==> src/rtl/roteamento_pkg.sv <==
// Shared types and constants for the roteamento_arb channel router.
package roteamento_pkg;

    typedef enum logic {MODE_FIXED = 1'b0, MODE_RR = 1'b1} mode_t;

    typedef enum logic {EMPTY, FULL} state_t;

    localparam int STATS_W = 16;

endpackage

==> src/rtl/roteamento_arb_rr_arbiter.sv <==
// Combinational cyclic-priority search: first requester after ptr, wrapping, ptr itself last.
module rr_arbiter #(
    parameter int N_CH  = 4,
    parameter int SEL_W = $clog2(N_CH)
)(
    input  logic [N_CH-1:0]  req,
    input  logic [SEL_W-1:0] ptr,
    output logic             gnt_valid,
    output logic [SEL_W-1:0] gnt_idx
);

    localparam logic [SEL_W:0] N_CH_X = (SEL_W+1)'(N_CH);

    logic [SEL_W:0]   sum;
    logic [SEL_W-1:0] cand;

    // Walk offsets from farthest to nearest so the nearest requester wins.
    always_comb begin
        gnt_valid = 1'b0;
        gnt_idx   = '0;
        sum       = '0;
        cand      = '0;
        for (int k = N_CH; k >= 1; k--) begin
            sum  = {1'b0, ptr} + (SEL_W+1)'(k);
            cand = SEL_W'((sum >= N_CH_X) ? (sum - N_CH_X) : sum);
            if (req[cand]) begin
                gnt_valid = 1'b1;
                gnt_idx   = cand;
            end
        end
    end

endmodule

==> src/rtl/roteamento_arb.sv <==
// N-channel handshaked router with fixed-select or round-robin arbitration and a one-word output register.
// Optional transfer counter port xfer_count is enabled by defining ROTEAMENTO_STATS_EN.
module roteamento_arb
    import roteamento_pkg::*;
#(
    parameter int  N_BITS = 4,
    parameter int  N_CH   = 4,
    localparam int SEL_W  = $clog2(N_CH)
)(
    input  logic              clock,
    input  logic              reset,
    input  logic [N_BITS-1:0] in_data [N_CH],
    input  logic [N_CH-1:0]   in_valid,
    output logic [N_CH-1:0]   in_ready,
    input  logic              mode,
    input  logic [SEL_W-1:0]  sel,
    output logic [N_BITS-1:0] out_data,
    output logic [SEL_W-1:0]  out_src,
    output logic              out_valid,
    input  logic              out_ready
`ifdef ROTEAMENTO_STATS_EN
    ,
    output logic [STATS_W-1:0] xfer_count
`endif
);

    localparam logic [SEL_W:0] N_CH_X = (SEL_W+1)'(N_CH);

    state_t            state, state_next;
    logic [SEL_W-1:0]  rr_ptr, rr_ptr_next;
    logic [N_BITS-1:0] data_p0, data_next;
    logic [SEL_W-1:0]  src_p0, src_next;

    logic              rr_gnt_valid;
    logic [SEL_W-1:0]  rr_gnt_idx;
    logic              grant_valid;
    logic [SEL_W-1:0]  grant_idx;
    logic              can_load;
    logic              load;

    rr_arbiter #(
        .N_CH  (N_CH),
        .SEL_W (SEL_W)
    ) u_rr (
        .req       (in_valid),
        .ptr       (rr_ptr),
        .gnt_valid (rr_gnt_valid),
        .gnt_idx   (rr_gnt_idx)
    );

    // Out-of-range sel simply yields no grant.
    always_comb begin
        grant_valid = 1'b0;
        grant_idx   = '0;
        if (mode_t'(mode) == MODE_RR) begin
            grant_valid = rr_gnt_valid;
            grant_idx   = rr_gnt_idx;
        end else if ({1'b0, sel} < N_CH_X) begin
            grant_valid = in_valid[sel];
            grant_idx   = sel;
        end
    end

    assign out_valid = (state == FULL);
    assign can_load  = (state == EMPTY) | (out_ready & out_valid);
    // Reset masks acceptance so no producer sees a handshake that the register will drop.
    assign load      = can_load & grant_valid & ~reset;

    always_comb begin
        in_ready = '0;
        if (load) begin
            in_ready[grant_idx] = 1'b1;
        end
    end

    always_comb begin
        state_next  = state;
        data_next   = data_p0;
        src_next    = src_p0;
        rr_ptr_next = rr_ptr;
        if (load) begin
            state_next = FULL;
            data_next  = in_data[grant_idx];
            src_next   = grant_idx;
            if (mode_t'(mode) == MODE_RR) begin
                rr_ptr_next = grant_idx;
            end
        end else if ((state == FULL) && out_ready) begin
            state_next = EMPTY;
        end
    end

    // Stage p0: output register
    always_ff @(posedge clock) begin
        if (reset) begin
            state   <= EMPTY;
            rr_ptr  <= SEL_W'(N_CH - 1);
            data_p0 <= '0;
            src_p0  <= '0;
        end else begin
            state   <= state_next;
            rr_ptr  <= rr_ptr_next;
            data_p0 <= data_next;
            src_p0  <= src_next;
        end
    end

    assign out_data = data_p0;
    assign out_src  = src_p0;

`ifdef ROTEAMENTO_STATS_EN
    logic [STATS_W-1:0] xfer_cnt;

    always_ff @(posedge clock) begin
        if (reset) begin
            xfer_cnt <= '0;
        end else if (out_valid && out_ready && (xfer_cnt != '1)) begin
            xfer_cnt <= xfer_cnt + 1'b1;
        end
    end

    assign xfer_count = xfer_cnt;
`endif

endmodule

==> config.mk <==
export PLATFORM = sky130hd
export DESIGN_NAME = roteamento_arb
export DESIGN_NICKNAME = d
export VERILOG_FILES = /design/src/rtl/roteamento_pkg.sv /design/src/rtl/roteamento_arb_rr_arbiter.sv /design/src/rtl/roteamento_arb.sv
export SDC_FILE = /design/constraint.sdc
export NUM_CORES = 1
export LEC_CHECK = 0
export ABC_CLOCK_PERIOD_IN_PS = 1900
export BUFFER_PORTS_ARGS = -buffer_cell sky130_fd_sc_hd__buf_2
export CORE_UTILIZATION = 30
export CTS_BUF_LIST = sky130_fd_sc_hd__clkbuf_2 sky130_fd_sc_hd__clkbuf_4 sky130_fd_sc_hd__clkbuf_8
export CTS_CLUSTER_SIZE = 40
export DETAILED_ROUTE_END_ITERATION = 8
export PLACE_DENSITY = 0.66
export SYNTH_ARGS = -nofsm -noshare
export SYNTH_HDL_FRONTEND = slang
export SYNTH_HIERARCHICAL = 1
export SYNTH_SLANG_ARGS = --single-unit
==> constraint.sdc <==
create_clock -name clock -period 1.9 [get_ports clock]
set_input_delay 0 -clock clock [delete_from_list [all_inputs] [get_ports clock]]
set_output_delay 0 -clock clock [all_outputs]
set_load 0.02 [all_outputs]
==> results of run 1 <==
-- flip-flops by register name (all words and copies together), names as in the netlist --
signal	cells
rr_ptr	2
out_src	2
out_data	4
out_valid	1
-- cell families (layout without fill, tap and decap cells) --
group / Yosys count / after routing / synth area share [%]
AO/OA/AOI/OAI: 20 / 20 / 18.8
AND/OR/NAND/NOR: 21 / 21 / 17.2
buffers and inverters: 6 / 44 / 5.42
multiplexers: 20 / 20 / 32.6
flip-flops: 9 / 9 / 26.0
-- through the flow --
stage | utilization [%] | area (um^2) | cells
finish | 42.3 | 927 | 142
CTS | 42.1 | 922 | 142
detailed placement | 40.7 | 892 | 138
global route | 42.3 | 927 | 142
global placement | 40.7 | 892 | 138
floorplan | - | 692 | 76
-- layer usage --
| layer | up-vias | wire, um |
|---|---|---|
| met3 | 2 | 142 |
| met5 | - | 0 |
| met1 | 319 | 744 |
| met4 | 0 | 8 |
| li1 | 359 | - |
| met2 | 31 | 856 |
-- worst max-delay path, cell delays in order (launching register included) --
cell and delay [ns]:
dfxtp_2 0.35, nand2b_1 0.16, a21oi_2 0.15, o221ai_2 0.13
mux2_2 0.30, nor3_1 0.18, buf_2 0.19
-- area by class of cell --
class	instances	area (um^2)	share of cell area [%]
well taps	28	35.0	3.78
flip-flops and latches	9	181	19.6
repair buffers	38	195	21.1
clock buffers	4	30.0	3.24
inverters	2	7.51	0.810
multi-input cells	61	478	51.6
-- synthesized netlist by cell type --
library cell  count
or3_1             1
buf_4             2
nor3_1            3
mux2i_2           1
clkbuf_1          1
nor3_2            1
mux2i_1          11
nand2_1           1
inv_1             2
nand3_1           1
a31oi_1           1
and2b_1           1
dfxtp_1           9
a311oi_1          2
nor2_1            4
a21oi_1           5
o221ai_2          1
a211o_1           2
a21oi_2           1
nand2b_1          4
o21ai_0           4
nor2b_1           5
o21ai_1           4
mux2_2            7
buf_6             1
mux4_2            1
-- worst max path at each step --
stage	end	slack, ns	cells past startpoint
after floorplan	out_data[0]	0.21	5
after global placement	out_data[2]	0.19	7
after detailed placement	out_data[2]	0.12	7
after CTS	in_ready[1]	0.07	6
after global routing	in_ready[1]	0.06	6
final	in_ready[2]	0.18	6
-- power by group through the flow --
stage	Combinational (mW)	Sequential (mW)	Clock (mW)
finish	0.237	0.226	0.164
global route	0.257	0.229	0.180
CTS	0.238	0.225	0.171
detailed placement	0.235	0.229	0
global placement	0.231	0.229	0
floorplan	0.141	0.250	0
-- layout by cell type, fill, tap and decap left out, drive strengths merged, types with 2 or more instances in the layout --
master,n
nand2b,4
buf,38
a211o,2
mux2i,12
nor2,4
o21ai,8
nor2b,5
nor3,4
inv,2
clkbuf,4
dfxtp,9
mux2,7
a311oi,2
a21oi,6
-- repair_timing --
action,4_1_cts,5_1_grt
endpoints found under the hold margin,0,0
gates resized for setup,0,2
setup endpoints to repair,0,4
==> results.sh, run 1 <==
export IMPL_status="finished, final reports clean"
export IMPL_fill_cells=239
export IMPL_p_comb_share_pct=37.9
export IMPL_place_hpwl_mm=1.37
export IMPL_setup_worst_path_start_class="flop"
export IMPL_grt_remaining_overflow=0
export IMPL_antenna_cells=0
export IMPL_synth_top_area_share_pct=26.0
export IMPL_worst_hold_path_endpoint="out_src[0]"
export IMPL_use_met2_pct=25.6
export IMPL_final_net_count=141
export IMPL_first_pass_iters=4
export IMPL_reg2reg_depth=7
export IMPL_fin_skew_ns=0.00112
export IMPL_p_sw_share_pct=32.9
export IMPL_cts_setup_buffers=0
export IMPL_cts_tree="done"
export IMPL_internal_power_mw=0.420
export IMPL_cp_startpoint="rr_ptr[1]"
export IMPL_die_area_um2=2500
export IMPL_clockBufferDepth=2
export IMPL_max_cap_violations=0
export IMPL_vias=711
export IMPL_drive_gt1_share_pct=48.2
export IMPL_sequentialPowerShare_pct=36.0
export IMPL_worst_slew_pin_slew_ns=0.287
export IMPL_synth_area_um2=692
export IMPL_hold_start="reset"
export IMPL_synth_cell_types=26
export IMPL_antenna_found_initial=0
export IMPL_die_w_um=50.0
export IMPL_vias_per_cell=5.01
export IMPL_fin_crit_ns=1.72
export IMPL_grtUsageTotal_pct=14.9
export IMPL_setup_viol=0
export IMPL_min_period_over_period_pct=90.4
export IMPL_drc=0
export IMPL_cts_max_level=1
export IMPL_rows=17
export IMPL_grtUsageMet3_pct=6.48
export IMPL_critical_path_peak_fanout=7
export IMPL_ys_warn_count=6
export IMPL_power_density_nw_per_um2=676
export IMPL_path_class="flop to output port"
export IMPL_start_util_pct=31.6
export IMPL_grt_setup_unrepaired="no"
export IMPL_ios=37
export IMPL_fmax_ghz=0.582
export IMPL_grt_pass1_vias=678
export IMPL_grt_busiest_layer="met2"
export IMPL_reg2reg_slack_ns=0.23
export IMPL_avgSynthCellArea_um2=9.10
export IMPL_antenna_left=0
export IMPL_slew_headroom_pct=80.5
export IMPL_arrival_ns=1.72
export IMPL_drt_wl_total_mm=1.75
export IMPL_reg2reg_to="out_data[2]"
export IMPL_hold_buffers=0
export IMPL_tns_ns=0
export IMPL_cts_root_buffer="clkbuf_4"
export IMPL_grt_max_degree=11
export IMPL_cts_buffers=3
export IMPL_synth_area_leaders="dfxtp_1 26%, mux2i_1 16%, mux2_2 11%"
export IMPL_grt_pass1_wl_mm=2.79
export IMPL_die_h_um=50.0
export IMPL_clkTransAtPathRegs_ns=0.06
export IMPL_clkLatencyLatePin_ns=0.26
export IMPL_min_path_cells=2
export IMPL_cp_required_ns=1.90
export IMPL_hold_viol=0
export IMPL_routedWlPerCell_um=12.3
export IMPL_yosysTopAreaCell="dfxtp_1"
export IMPL_irDropWorstVdd_uv=468
export IMPL_ys_seq_area_share_pct=26.0
export IMPL_synthToLayoutAreaGrowth_pct=34.0
export IMPL_hold_path_class="input pin to flop"
export IMPL_syn_inst=76
export IMPL_layout_setup_ws_ns=0.183
export IMPL_holdWs_ns=0.0430
export IMPL_core_um2=2190
export IMPL_first_iter_violations=5
export IMPL_cts_sinks=9
export IMPL_synth_seq_cells=9
export IMPL_clockPowerShare_pct=26.1
export IMPL_crit_path_end_kind="output port"
export IMPL_met1_usage_pct=15.8
export IMPL_p_sw_mw=0.206
export IMPL_slew_viol_final=0
export IMPL_port_buffers=36
export IMPL_gp_congestion=0.783
export IMPL_timing_rr_start="rr_ptr[1]"
export IMPL_place_ws_ns=0.121
export IMPL_p_leak_nw=0.447
export IMPL_synth_nets=102
export IMPL_finalPower_mw=0.626
(Power assumes the default switching activity.)
==> run 2, diff against run 1 <==
- CELL_PAD_IN_SITES_DETAIL_PLACEMENT: not set -> 1
- CELL_PAD_IN_SITES_GLOBAL_PLACEMENT: not set -> 1
- CORE_MARGIN: not set -> 5
- PLACE_DENSITY: 0.66 -> 0.85
==> run 2 against run 1 <==
Against the previous run:
- first-iteration DRC count grew 120%
- worst hold slack better by 0.0032 ns
- wire length grew 22%
- via count rose by 4.1%
- sequential share of layout area fell by 0.23 points
- count of clock-buffer cells in the layout did not move
- die area rose by 35%
- fmax is 2.3% lower
- cell area is 1.2% higher
- register-to-register slack worse by 0.07 ns
- final cell count is the same
- power increased by 2.2%
==> results.sh, run 2 (synthesis gave the netlist of run 1 again) <==
export IMPL_reg2reg_to="out_data[3]"
export IMPL_grt_remaining_overflow=0
export IMPL_hold_viol=0
export IMPL_cts_sinks=9
export IMPL_grt_pass1_vias=771
export IMPL_place_hpwl_mm=1.69
export IMPL_path_delay_family="compound AO/OA/AOI/OAI gates"
export IMPL_cts_tree="done"
export IMPL_worst_slew_pin_slew_ns=0.287
export IMPL_grt_pass1_wl_mm=3.48
export IMPL_die_w_um=58.0
export IMPL_drc=0
export IMPL_setup_viol=0
export IMPL_cts_setup_buffers=0
export IMPL_min_period_over_period_pct=92.5
export IMPL_clkTransAtPathRegs_ns=0.06
export IMPL_core_um2=2210
export IMPL_grtUsageTotal_pct=13.3
export IMPL_status="finished, final reports clean"
export IMPL_cp_slowest_stage_delay_ns=0.38
export IMPL_antenna_found_initial=0
export IMPL_start_util_pct=31.3
export IMPL_dpl_cell_count=138
export IMPL_slew_viol_final=0
export IMPL_place_area_um2=892
export IMPL_crit_path_end_kind="output port"
export IMPL_largest_reg_flops=4
export IMPL_grt_max_degree=11
export IMPL_fin_util_pct=42.4
export IMPL_antenna_left=0
export IMPL_timing_rr_start="rr_ptr[1]"
export IMPL_stdcell_area_um2=938
export IMPL_fmax_ghz=0.569
export IMPL_fin_skew_ns=0.00524
export IMPL_drive_gt1_share_pct=50.0
export IMPL_cp_depth=6
export IMPL_reg2reg_depth=7
export IMPL_reg2reg_slack_ns=0.16
export IMPL_setup_worst_path_start_class="flop"
export IMPL_hold_path_class="input pin to flop"
export IMPL_antenna_cells=0
export IMPL_slew_headroom_pct=80.5
export IMPL_first_iter_violations=11
export IMPL_crit_buf_inv=1
export IMPL_clkLatencyLatePin_ns=0.26
export IMPL_synthToLayoutAreaGrowth_pct=35.6
export IMPL_cp_endpoint="in_ready[1]"
export IMPL_final_cell_mix="35 x buf_2, 11 x mux2i_1, 8 x dfxtp_1, 6 x mux2_2, 5 x nor2b_1"
export IMPL_drt_wl_total_mm=2.15
export IMPL_fin_crit_ns=1.76
export IMPL_cpMaxStageDelayCell="dfxtp_2"
export IMPL_cts_max_level=1
export IMPL_die_area_um2=3370
export IMPL_crit_chain="a21oi_1, a31oi_1, a21oi_2, mux2_4, nor3_1, buf_4"
export IMPL_vias_per_cell=5.21
export IMPL_critical_path_peak_fanout=10
export IMPL_final_net_count=141
export IMPL_hold_start="reset"
export IMPL_p_leak_nw=0.449
export IMPL_cp_required_ns=1.90
export IMPL_cp_startpoint="rr_ptr[1]"
export IMPL_arrival_ns=1.76
export IMPL_ios=37
export IMPL_first_pass_iters=4
export IMPL_port_buffers=36
export IMPL_routedWlPerCell_um=15.1
export IMPL_path_class="flop to output port"
export IMPL_cts_root_buffer="clkbuf_4"
export IMPL_clockBufferDepth=2
export IMPL_vias=740
export IMPL_max_cap_violations=0
export IMPL_final_common_cell="buf_2"
export IMPL_finalNonFillerCells=142
export IMPL_gp_congestion=0.765
export IMPL_die_h_um=58.0
export IMPL_power_density_nw_per_um2=682
export IMPL_rows=17
export IMPL_irDropWorstVdd_uv=381
export IMPL_cts_buffers=3
## run 2: cell counts in the layout (fill, tap and decap cells not counted)
Identical to the previous run, type by type.
## run 2: final cells by class
class,instances,area (um^2)
clock buffer,4,30.0
fill,296,1270
inverter,2,7.51
multi-input combinational,61,487
sequential,9,181
tap,28,35.0
timing repair buffer,38,198
## run 2: how the worst min path moves through the flow
stage / cells after the start / endpoint
global route: 2 / out_valid
detailed placement: 2 / out_src[1]
floorplan: 2 / in_ready[0]
global placement: 2 / out_src[1]
CTS: 2 / out_valid
finish: 2 / out_valid
## run 2: stage by stage
| step | setup WS, ns | hold slack (ns) | TNS (ns) | total power [mW] |
|---|---|---|---|---|
| 2_1_floorplan | 0.207 | 0.211 | 0 | 0.391 |
| 3_3_place_gp | 0.192 | 0.301 | 0 | 0.460 |
| 3_5_place_dp | 0.0702 | 0.309 | 0 | 0.472 |
| 4_1_cts | 0.0111 | 0.0253 | 0 | 0.638 |
| 5_1_grt | -0.00276 | 0.0405 | -0.00276 | 0.680 |
| 6_report | 0.143 | 0.0462 | 0 | 0.640 |
## run 2: metal layers
layer | up-vias | GRT usage, % | part of all wire, % | routed length (um)
met3 | 2 | 6.68 | 10 | 218
met4 | 0 | 1.99 | 0.33 | 7
li1 | 356 | - | - | -
met2 | 32 | 23.4 | 49 | 1040
met1 | 350 | 14.7 | 41 | 875
met5 | - | 0 | 0 | 0
## run 2: repair_timing
| action | CTS | global route |
|---|---|---|
| endpoints found under the setup margin | 0 | 8 |
| hold buffers | 0 | 0 |
| gates resized for setup | 0 | 5 |
## run 2: report_power, final
part	switching [mW]	internal [mW]	total (mW)
logic	0.133	0.115	0.248
clock network	0.0700	0.0954	0.165
registers	0.0151	0.211	0.227
